`src/rtl/tdc_pkg.sv`:
```
// tdc_pkg: shared constants, helpers and timestamp word layout for the TDC hit stamper.
//   FINE_W        fine (phase quadrant) field width
//   ts_width()    total word width for a given coarse width: {marker, coarse, fine}
//   marker_idx()  bit position of the marker flag for a given coarse width
//   ts_word_t     word layout at the default coarse width
package tdc_pkg;

   localparam int unsigned FINE_W       = 2;
   localparam int unsigned COARSE_W_DEF = 16;

   function automatic int unsigned ts_width(input int unsigned coarse_w);
      return coarse_w + FINE_W + 1;
   endfunction

   function automatic int unsigned marker_idx(input int unsigned coarse_w);
      return coarse_w + FINE_W;
   endfunction

   localparam int unsigned MARKER_IDX = marker_idx(COARSE_W_DEF);

   typedef struct packed {
      logic                    marker;
      logic [COARSE_W_DEF-1:0] coarse;
      logic [FINE_W-1:0]       fine;
   } ts_word_t;

endpackage

```
`src/rtl/tdc_sync_fifo.sv`:
```
// tdc_sync_fifo: first-word-fall-through synchronous FIFO.
//   i_clk, i_rst_n  clock, asynchronous active-low reset
//   i_push/i_wdata  write request and data; refused when full unless a pop frees a slot
//   i_pop           read request; ignored when empty
//   o_rdata         head word while non-empty, otherwise the last word popped (0 after reset)
//   o_full/o_empty  occupancy flags
//   o_drop          a push was refused this cycle
// Pointers carry one extra wrap bit to tell full from empty.
module tdc_sync_fifo #(
   parameter int unsigned WIDTH = 19,
   parameter int unsigned DEPTH = 16
) (
   input  logic             i_clk,
   input  logic             i_rst_n,
   input  logic             i_push,
   input  logic [WIDTH-1:0] i_wdata,
   input  logic             i_pop,
   output logic [WIDTH-1:0] o_rdata,
   output logic             o_full,
   output logic             o_empty,
   output logic             o_drop
);

   localparam int unsigned AW = $clog2(DEPTH);

   logic [AW:0]      r_wptr;
   logic [AW:0]      r_rptr;
   logic [WIDTH-1:0] r_mem [DEPTH];
   logic [WIDTH-1:0] r_last;
   logic             w_full;
   logic             w_empty;
   logic             w_do_push;
   logic             w_do_pop;

   assign w_empty   = (r_wptr == r_rptr);
   assign w_full    = (r_wptr[AW] != r_rptr[AW]) && (r_wptr[AW-1:0] == r_rptr[AW-1:0]);
   assign w_do_pop  = i_pop & ~w_empty;
   // A pop in the same cycle frees the slot, so a push into a full FIFO still lands.
   assign w_do_push = i_push & (~w_full | w_do_pop);

   always_ff @(posedge i_clk or negedge i_rst_n) begin
      if (!i_rst_n) begin
         r_wptr <= '0;
         r_rptr <= '0;
         r_last <= '0;
      end else begin
         if (w_do_push) begin
            r_wptr <= r_wptr + (AW+1)'(1);
         end
         if (w_do_pop) begin
            r_rptr <= r_rptr + (AW+1)'(1);
            r_last <= r_mem[r_rptr[AW-1:0]];
         end
      end
   end

   // Storage needs no reset: the pointers alone decide what is visible.
   always_ff @(posedge i_clk) begin
      if (w_do_push) begin
         r_mem[r_wptr[AW-1:0]] <= i_wdata;
      end
   end

   assign o_rdata = w_empty ? r_last : r_mem[r_rptr[AW-1:0]];
   assign o_full  = w_full;
   assign o_empty = w_empty;
   assign o_drop  = i_push & ~w_do_push;

endmodule

```
`src/rtl/tdc_hit_stamper.sv`:
```
// tdc_hit_stamper: timestamps rising edges of the ISERDES decoder hit flag.
//   clk100     system clock (rising edge)
//   rst_n      asynchronous active-low reset
//   hit_in     decoder hit level, asynchronous
//   phase_in   decoder quadrant code, valid once hit_in has risen
//   ts_data    {marker, coarse, fine} head word
//   ts_valid   head word available
//   ts_ready   consumer accept
//   fifo_full  FIFO holds DEPTH words
//   lost_cnt   saturating count of words dropped on a full FIFO
// Optional feature macro TDC_ROLLOVER_MARK_EN: push a marker word {1, all-ones, 00}
// whenever the coarse counter wraps to zero.
module tdc_hit_stamper
   import tdc_pkg::*;
#(
   parameter int unsigned COARSE_W = 16,
   parameter int unsigned DEPTH    = 16,
   parameter int unsigned OVF_W    = 8
) (
   input  logic                          clk100,
   input  logic                          rst_n,
   input  logic                          hit_in,
   input  logic [FINE_W-1:0]             phase_in,
   output logic [ts_width(COARSE_W)-1:0] ts_data,
   output logic                          ts_valid,
   input  logic                          ts_ready,
   output logic                          fifo_full,
   output logic [OVF_W-1:0]              lost_cnt
);

   localparam int unsigned TS_W = ts_width(COARSE_W);

   typedef struct packed {
      logic                marker;
      logic [COARSE_W-1:0] coarse;
      logic [FINE_W-1:0]   fine;
   } word_t;

   logic [COARSE_W-1:0] r_coarse;
   logic [COARSE_W-1:0] w_coarse_nxt;
   logic                r_h1;
   logic                r_h2;
   logic [COARSE_W-1:0] r_h1_coarse;
   logic                w_rise;
   logic                r_det;
   logic [COARSE_W-1:0] r_det_coarse;
   logic [FINE_W-1:0]   r_det_fine;
   word_t               w_hit_word;
   logic                w_push;
   logic [TS_W-1:0]     w_wdata;
   logic                w_drop;
   logic                w_empty;
   logic                w_full;
   logic [OVF_W-1:0]    r_lost;

   assign w_coarse_nxt = r_coarse + COARSE_W'(1);

   always_ff @(posedge clk100 or negedge rst_n) begin
      if (!rst_n) begin
         r_coarse <= '0;
      end else begin
         r_coarse <= w_coarse_nxt;
      end
   end

   // h1 captures the coarse value of the edge it samples on, so the stamp is the
   // edge where the hit was first seen high.
   always_ff @(posedge clk100 or negedge rst_n) begin
      if (!rst_n) begin
         r_h1        <= 1'b0;
         r_h2        <= 1'b0;
         r_h1_coarse <= '0;
      end else begin
         r_h1        <= hit_in;
         r_h2        <= r_h1;
         r_h1_coarse <= w_coarse_nxt;
      end
   end

   assign w_rise = r_h1 & ~r_h2;

   // Phase is taken one edge after h1 rises, giving the decoder time to settle.
   always_ff @(posedge clk100 or negedge rst_n) begin
      if (!rst_n) begin
         r_det        <= 1'b0;
         r_det_coarse <= '0;
         r_det_fine   <= '0;
      end else begin
         r_det <= w_rise;
         if (w_rise) begin
            r_det_coarse <= r_h1_coarse;
            r_det_fine   <= phase_in;
         end
      end
   end

   always_comb begin
      w_hit_word        = '0;
      w_hit_word.coarse = r_det_coarse;
      w_hit_word.fine   = r_det_fine;
   end

`ifdef TDC_ROLLOVER_MARK_EN
   logic  r_pend;
   logic  w_wrap;
   word_t w_mark_word;

   assign w_wrap = &r_coarse;

   always_comb begin
      w_mark_word        = '0;
      w_mark_word.marker = 1'b1;
      w_mark_word.coarse = '1;
   end

   // Pending marker waits while a hit owns the push slot; a wrap while already
   // pending collapses into the same marker.
   always_ff @(posedge clk100 or negedge rst_n) begin
      if (!rst_n) begin
         r_pend <= 1'b0;
      end else begin
         r_pend <= w_wrap | (r_pend & r_det);
      end
   end

   assign w_push  = r_det | r_pend;
   assign w_wdata = r_det ? w_hit_word : w_mark_word;
`else
   assign w_push  = r_det;
   assign w_wdata = w_hit_word;
`endif

   tdc_sync_fifo #(
      .WIDTH (TS_W),
      .DEPTH (DEPTH)
   ) u_fifo (
      .i_clk   (clk100),
      .i_rst_n (rst_n),
      .i_push  (w_push),
      .i_wdata (w_wdata),
      .i_pop   (ts_ready),
      .o_rdata (ts_data),
      .o_full  (w_full),
      .o_empty (w_empty),
      .o_drop  (w_drop)
   );

   always_ff @(posedge clk100 or negedge rst_n) begin
      if (!rst_n) begin
         r_lost <= '0;
      end else if (w_drop && (r_lost != '1)) begin
         r_lost <= r_lost + OVF_W'(1);
      end
   end

   assign ts_valid  = ~w_empty;
   assign fifo_full = w_full;
   assign lost_cnt  = r_lost;

endmodule

```
`config.mk`:
```
export PLATFORM = sky130hd
export DESIGN_NAME = tdc_hit_stamper
export DESIGN_NICKNAME = d
export VERILOG_FILES = /design/src/rtl/tdc_pkg.sv /design/src/rtl/tdc_sync_fifo.sv /design/src/rtl/tdc_hit_stamper.sv
export SDC_FILE = /design/constraint.sdc
export NUM_CORES = 1
export LEC_CHECK = 0
export ABC_AREA = 1
export CAP_MARGIN = 20
export CORE_MARGIN = 8
export CORE_UTILIZATION = 65
export CTS_CLUSTER_DIAMETER = 50
export DETAILED_ROUTE_END_ITERATION = 8
export PLACE_DENSITY_LB_ADDON = 0.2
export SETUP_SLACK_MARGIN = 0.02
export SLEW_MARGIN = 20
export SYNTH_ARGS = -nofsm -noshare
export SYNTH_HDL_FRONTEND = slang
export SYNTH_HIERARCHICAL = 1
export SYNTH_SLANG_ARGS = --single-unit
```
`constraint.sdc`:
```
create_clock -name clk100 -period 7.8 [get_ports clk100]
set_input_delay 1.17 -clock clk100 [delete_from_list [all_inputs] [get_ports clk100]]
set_output_delay 1.17 -clock clk100 [all_outputs]
set_load 0.005 [all_outputs]
```
==> results by group, run 1 <==
Status
  – Status: finished clean

Critical path
  – Startpoint Class: flop
  – Crit. End Element: primary output
  – Critical Path RT: 6630 ps
  – Crit path arrival time: approximately 4000 ps
  – Critical path type: flop to primary output
  – Worst Path Max Fanout: ~100

Placement
  – Final Wtd Congestion: roughly 0.86
  – Cell area after placement: ~0.018 mm^2
  – Detailed Place HPWL: ~23000 um
  – Number of buffer cells added on primary ports: 34

Routing
  – Detailed-route DRC error count: 0
  – Iteration-0 DRC Markers: around 1300
  – Via count: around 12000
  – Via density: approximately 5.3
  – Post-route ant nets: 0
  – Detailed-router iteration count before antenna repair: 6
  – DRT Wirelength: between 30000 and 40000 um
  – Routed len/inst: 17.51 um

CTS
  – Clk_lat worst skew: 520 ps
  – Max clock buf depth: 3
  – Root buf cell: clkbuf_16
  – CTS Hold Buffers Added: 0
  – Reg clk slew, reported paths: about 60 ps
  – H-tree depth: 2
  – CTS tree: yes
  – CTS Sinks: around 380
  – TritonCTS buffer count: between 40 and 50
  – Post-CTS Resized: 0
  – Setup Buffers After CTS: 0

STA
  – RSZ-0062 raised after global routing: no
  – Clk_skew: between 10 and 15 ps
  – Peak Freq: between 150 and 200 MHz
  – WHS: 385.3 ps
  – Endpoints failing setup: 0
  – Final TNS setup: 0 ps
  – Final hold vios: 0
  – Relative max-transition margin: approximately a quarter
  – Slew @ Worst Pin: approximately 1100 ps
  – Min Clock Period, post-route: 5070 ps
  – Slew Limit Fails: 0
  – Period utilisation layout: around 65%

Logic synthesis
  – Post-Syn Instances: about 1800
  – Post-synth ARST share: 19.58%
  – Yosys reg bits: 378
  – Register area share after synthesis: roughly two thirds
  – Cell variety after synth: 31
  – YS warnings: 6
  – Post-synth EDFFs: between 300 and 400
  – Largest area contributor in the netlist: edfxtp_1
  – Post-Syn Area: 0.01696 mm^2
  – Largest cells by area after synthesis: edfxtp_1 (54%), nand2_1 (16%), dfrtp_1 (11%)
  – Main synth FF type: edfxtp_1
  – Syn Area/Cell: 9.479 um^2
  – Share of the synthesized area in the top cell type: between 50 and 60%

Floorplanning
  – Die height: 177.5 um
  – Die ar.: 0.03151 mm^2
  – # IOs: 35
  – Die width: 177.5 um
  – Num rows: just under 60
  – Initial Utilization: 65.63%
  – Core area: 0.02584 mm^2

GRT
  – Global-route usage over all layers: around 25%
  – Global-route track usage on met2: 41.60%
  – Largest net degree at the start of global routing: between 100 and 150
  – GR Layer Usage met1: about 33%
  – First-pass GRT wire length: approximately 62000 um
  – GRT met3 Usage: 3.660%
  – Initial antenna violation count: 0
  – Grt ovf: 0
  – Vias in the first global route: approximately 12000
  – Most used routing layer: met2

Finish
  – Layout cells sized above 1: approximately 7.4%
  – Fin area: 0.01888 mm^2
  – Nets: 1846
  – Commonest non-fill, non-tap cell in the layout: nand2_1
  – Most frequent cells in the layout: nand2_1 (704), inv_1 (312), edfxtp_1 (304)
  – # diodes: 0
  – Layout area overhead: 11.31%

Power and ir drop
  – Comb power frac: 33.0%
  – P per Cell Area: around 340 mW/mm^2
  – Switching Share: a little over a third
  – Internal power: between 4 and 5 mW
  – Leak pwr: 8.651 nW
  – Maximum VDD drop: around 0.00024 V
  – Net load switching power: 2.271 mW
  – Flop pwr share: 38.5%
  – Clock Power Share: roughly 28%
  – Final Power: about 6.4 mW

Worst hold path
  – HP Class: flop to flop

Job
  – MaxCap Viol Count: 0
[power groups by stage]
stage,clock (mW),combinational [mW],sequential [mW]
after floorplan,0,1.45,2.42
after global placement,0,2.05,2.49
final,1.83,2.11,2.47
after CTS,1.85,2.12,2.46
after global routing,1.92,2.34,2.48
after detailed placement,0,2.10,2.50
[state kept, by name, summed over array words and instances (netlist names), 2 cells and up]
signal         cells
r_h1_coarse       16
r_det_fine         2
lost_cnt           8
u_fifo/r_last     19
u_fifo/r_wptr      5
u_fifo/r_rptr      5
u_fifo/r_mem     304
r_det_coarse      16
[layer usage]
metal / up-vias / wire (um)
met4: 0 / 1811
met5: - / 0
li1: 5650 / -
met1: 5533 / 15610
met2: 465 / 18470
met3: 111 / 2586
[cell usage after synthesis, types with 5 or more instances]
cell / count
ha_1: 7
buf_4: 11
nand3_1: 205
xor2_1: 16
inv_2: 13
edfxtp_1: 304
o21ai_1: 5
inv_1: 312
nor2_1: 35
nor2_2: 6
dfrtp_1: 74
buf_2: 38
clkbuf_1: 15
o21ai_0: 11
nand2_1: 704
[path summary, 6_finish.rpt]
path	to	from	slack, ps	depth (start not counted)
min	r_h2	r_h1	390	0
min reg2reg	r_h2	r_h1	390	0
max	ts_data[18]	u_fifo/r_rptr[0]	2730	12
max reg2reg	u_fifo/r_mem[0][2]	u_fifo/r_rptr[1]	4490	9
min in group asynchronous	u_fifo/r_last[3]	rst_n	460	1
max in group asynchronous	u_fifo/r_rptr[0]	rst_n	6200	2
[kinds of logic after synthesis]
| logic type | after synthesis | share of synthesized area [%] |
|---|---|---|
| simple gates | 967 | 23.63 |
| buf+inv | 400 | 9.577 |
| flops | 378 | 64.75 |
| xor+xnor | 20 | 1.033 |
| compound gates | 16 | 0.4722 |
| fa+ha+maj | 7 | 0.5165 |
| other cells | 1 | 0.02211 |
[area by class of cell]
class | instances | area, um^2
inverters | 328 | 1237
clock inverters | 20 | 167.7
multi-input cells | 1026 | 4447
repair buffers | 58 | 518.0
clock buffers | 53 | 1101
flip-flops and latches | 378 | 10990
fillers | 1793 | 6962
well taps | 335 | 419.2
[worst max-delay path: stages (launching register included)]
cell	delay (ps)
dfrtp_4	640
inv_4	810
buf_4	620
nand2_1	110
nand3_1	100
nand2_1	70
nand2_1	70
nand2_1	60
inv_1	140
nand2_1	110
nand2_1	70
nand2_1	70
clkdlybuf4s50_1	450
[per-stage QoR]
step,utilization [%],std cells,worst slack (ps)
global placement,68.15,2125,3302
global route,73.06,2198,2471
floorplan,-,1804,5003
finish,73.06,2198,2730
CTS,73.06,2198,2733
detailed placement,68.15,2125,3312
Power figures use the tool's default switching activity.
==> inputs of run 2 (changes only) <==
--- a/config.mk
+++ b/config.mk
@@ -8,7 +8,7 @@
 export ABC_AREA = 1
 export CAP_MARGIN = 20
 export CORE_MARGIN = 8
-export CORE_UTILIZATION = 65
+export CORE_UTILIZATION = 56
 export CTS_CLUSTER_DIAMETER = 50
 export DETAILED_ROUTE_END_ITERATION = 8
 export PLACE_DENSITY_LB_ADDON = 0.2
==> constraint.sdc (replaced) <==
create_clock -name clk100 -period 4.3 [get_ports clk100]
set_input_delay 0.645 -clock clk100 [delete_from_list [all_inputs] [get_ports clk100]]
set_output_delay 0.645 -clock clk100 [all_outputs]
set_load 0.005 [all_outputs]
==> run 2 against run 1 <==
  * Non-clock buffer count rose by 5
  * First-iteration DRC count fell by 22%
  * Combinational power rose by 86%
  * Worst setup slack got worse by 2300 ps
  * Critical path depth fell by 5
  * Utilization fell by 8.9 points
  * Clock-buffer cell count rose by 2
  * Sequential share of layout area fell by 0.55 points
  * Global-route usage fell by 3.5 points
  * Largest power group unchanged
  * Clock power rose by 86%
  * Power rose by 84%
  * Critical endpoint is now ts_data[1]
==> results by group, run 2 (synthesis gave the netlist of run 1 again) <==
Status
  – Status: finished clean (unchanged)

CTS
  – CTS Hold Buffers Added: 0 (unchanged)
  – TritonCTS buffer count: 41 (unchanged)
  – Reg clk slew, reported paths: 60 ps (about the same)
  – Clk_lat worst skew: 520 ps (about the same)
  – CTS tree: yes (unchanged)
  – H-tree depth: 2 (unchanged)
  – Root buf cell: clkbuf_16 (unchanged)
  – CTS Sinks: 378 (unchanged)
  – Max clock buf depth: 3 (unchanged)
  – Post-CTS Resized: 0 (unchanged)
  – Setup Buffers After CTS: 0 (unchanged)

Routing
  – Iteration-0 DRC Markers: 1021 (was 1314)
  – DRT Wirelength: 38550 um (was 38480 um)
  – Routed len/inst: 17.06 um (was 17.51 um)
  – Detailed-route DRC error count: 0 (unchanged)
  – Post-route ant nets: 0 (unchanged)
  – Detailed-router iteration count before antenna repair: 5 (was 6)
  – Via count: 11570 (was 11760)
  – Via density: 5.121 (was 5.350)

Floorplanning
  – Die height: 190.0 um (was 177.5 um)
  – Die width: 190.0 um (was 177.5 um)
  – Num rows: 63 (was 59)
  – Core area: 0.02972 mm^2 (was 0.02584 mm^2)
  – # IOs: 35 (unchanged)
  – Initial Utilization: 57.06% (was 65.63%)
  – Die ar.: 0.03611 mm^2 (was 0.03151 mm^2)

STA
  – Endpoints failing setup: 0 (unchanged)
  – RSZ-0062 raised after global routing: no (unchanged)
  – Final TNS setup: 0 ps (unchanged)
  – Slew @ Worst Pin: 989.3 ps (was 1112 ps)
  – Relative max-transition margin: 34.04% (was 25.78%)
  – Min Clock Period, post-route: 3866 ps
  – Slew Limit Fails: 0 (unchanged)
  – Clk_skew: 9.377 ps (was 11.93 ps)
  – Peak Freq: 258.7 MHz
  – Final hold vios: 0 (unchanged)
  – Period utilisation layout: 89.91%

GRT
  – Vias in the first global route: 11500 (was 11750)
  – Grt ovf: 0 (unchanged)
  – First-pass GRT wire length: 61300 um (was 61870 um)
  – Largest net degree at the start of global routing: 73 (was 102)
  – Initial antenna violation count: 0 (unchanged)
  – Global-route usage over all layers: 21.68% (was 25.20%)

Finish
  – # diodes: 0 (unchanged)
  – Post-Layout Cell Count: 2259 (was 2198)
  – Layout cells sized above 1: 7.437% (was 7.354%)
  – Layout area overhead: 12.38% (was 11.31%)
  – Commonest non-fill, non-tap cell in the layout: nand2_1 (unchanged)
  – Most frequent cells in the layout: nand2_1 (704), inv_1 (312), edfxtp_1 (304) (unchanged)
  – Max FFs per register: 304 (unchanged)
  – Nets: 1851 (was 1846)

Critical path
  – Reg2reg setup slack: 1410 ps (was 4490 ps)
  – Critical path type: flop to primary output (unchanged)
  – Worst reg2reg path depth: 8 (was 9)
  – Critical Path RT: 3650 ps (was 6630 ps)
  – Worst Path Max Fanout: 19 (was 101)
  – Crit. End Element: primary output (unchanged)
  – Reg2reg start: u_fifo/r_rptr[1] (unchanged)
  – Setup crit end: ts_data[1] (was ts_data[18])
  – RR Endpoint: u_fifo/r_mem[5][6] (was u_fifo/r_mem[0][2])
  – Crit path from: u_fifo/r_rptr[2] (was u_fifo/r_rptr[0])
  – Startpoint Class: flop (unchanged)
  – Crit path arrival time: 3220 ps (was 3900 ps)

Placement
  – Cells after DPL: 2185 (was 2125)
  – Final Wtd Congestion: 0.8455 (was 0.8639)
  – Detailed Place HPWL: 23150 um (was 22740 um)
  – Number of buffer cells added on primary ports: 34 (unchanged)

Power and ir drop
  – Leak pwr: 8.714 nW (was 8.651 nW)
  – Maximum VDD drop: 0.0005348 V (was 0.0002385 V)
  – P per Cell Area: 617.2 mW/mm^2 (was 339.2 mW/mm^2)

Job
  – MaxCap Viol Count: 0 (unchanged)

Worst hold path
  – HP Class: input pin to async pin (was flop to flop)
run 2: worst min path at each step:
stage | end | depth (start not counted) | start | slack (ps)
final | u_fifo/r_last[0] | 1 | rst_n | 120
after global routing | u_fifo/r_last[0] | 1 | rst_n | 150
after CTS | u_fifo/r_last[0] | 1 | rst_n | 120
after detailed placement | r_h2 | 0 | r_h1 | 370
after global placement | r_h2 | 0 | r_h1 | 360
after floorplan | lost_cnt[0] | 0 | rst_n | 350
run 2: metrics by stage:
stage | power, mW | setup slack [ps] | hold slack (ps) | utilization (%) | area (um^2)
3_3_place_gp | 8.354 | 1046 | 360.0 | 59.69 | 17740
5_1_grt | 12.45 | 291.6 | 154.0 | 64.13 | 19060
4_1_cts | 11.84 | 464.2 | 123.0 | 64.13 | 19060
3_5_place_dp | 8.425 | 1042 | 365.9 | 59.69 | 17740
6_report | 11.76 | 434.0 | 117.4 | 64.13 | 19060
2_1_floorplan | 7.019 | 1847 | 349.4 | - | 17010
run 2: report_power, final:
group / internal (mW) / total (mW) / switching, mW / leakage [nW]
combinational: 1.38 / 3.93 / 2.55 / 4.18
clock: 2.05 / 3.41 / 1.37 / 0.644
sequential: 4.21 / 4.42 / 0.206 / 3.89
total: 7.64 / 11.8 / 4.12 / 8.71
run 2: critical path, cell delays in order, from the launching register on:
cell             delay, ps
dfrtp_1                610
clkinv_1               780
nand3_1                330
nand3_1                150
nand2_1                160
nand2_1                 90
nand2_1                 70
clkdlybuf4s50_1        500
run 2: per-layer routing:
layer,GRT usage (%),up-vias,part of all wire (%)
met5,0,-,0
li1,-,5657,-
met1,27.79,5458,42
met2,36.79,381,49
met3,3.405,72,6.2
met4,8.238,0,3.3
run 2: cell type report:
cell class	count	area, um^2
tap	390	488.0
timing repair buffer	63	580.6
inverter	328	1237
clock inverter	19	177.7
clock buffer	55	1141
fill	2327	10660
sequential	378	10990
multi-input combinational	1026	4447
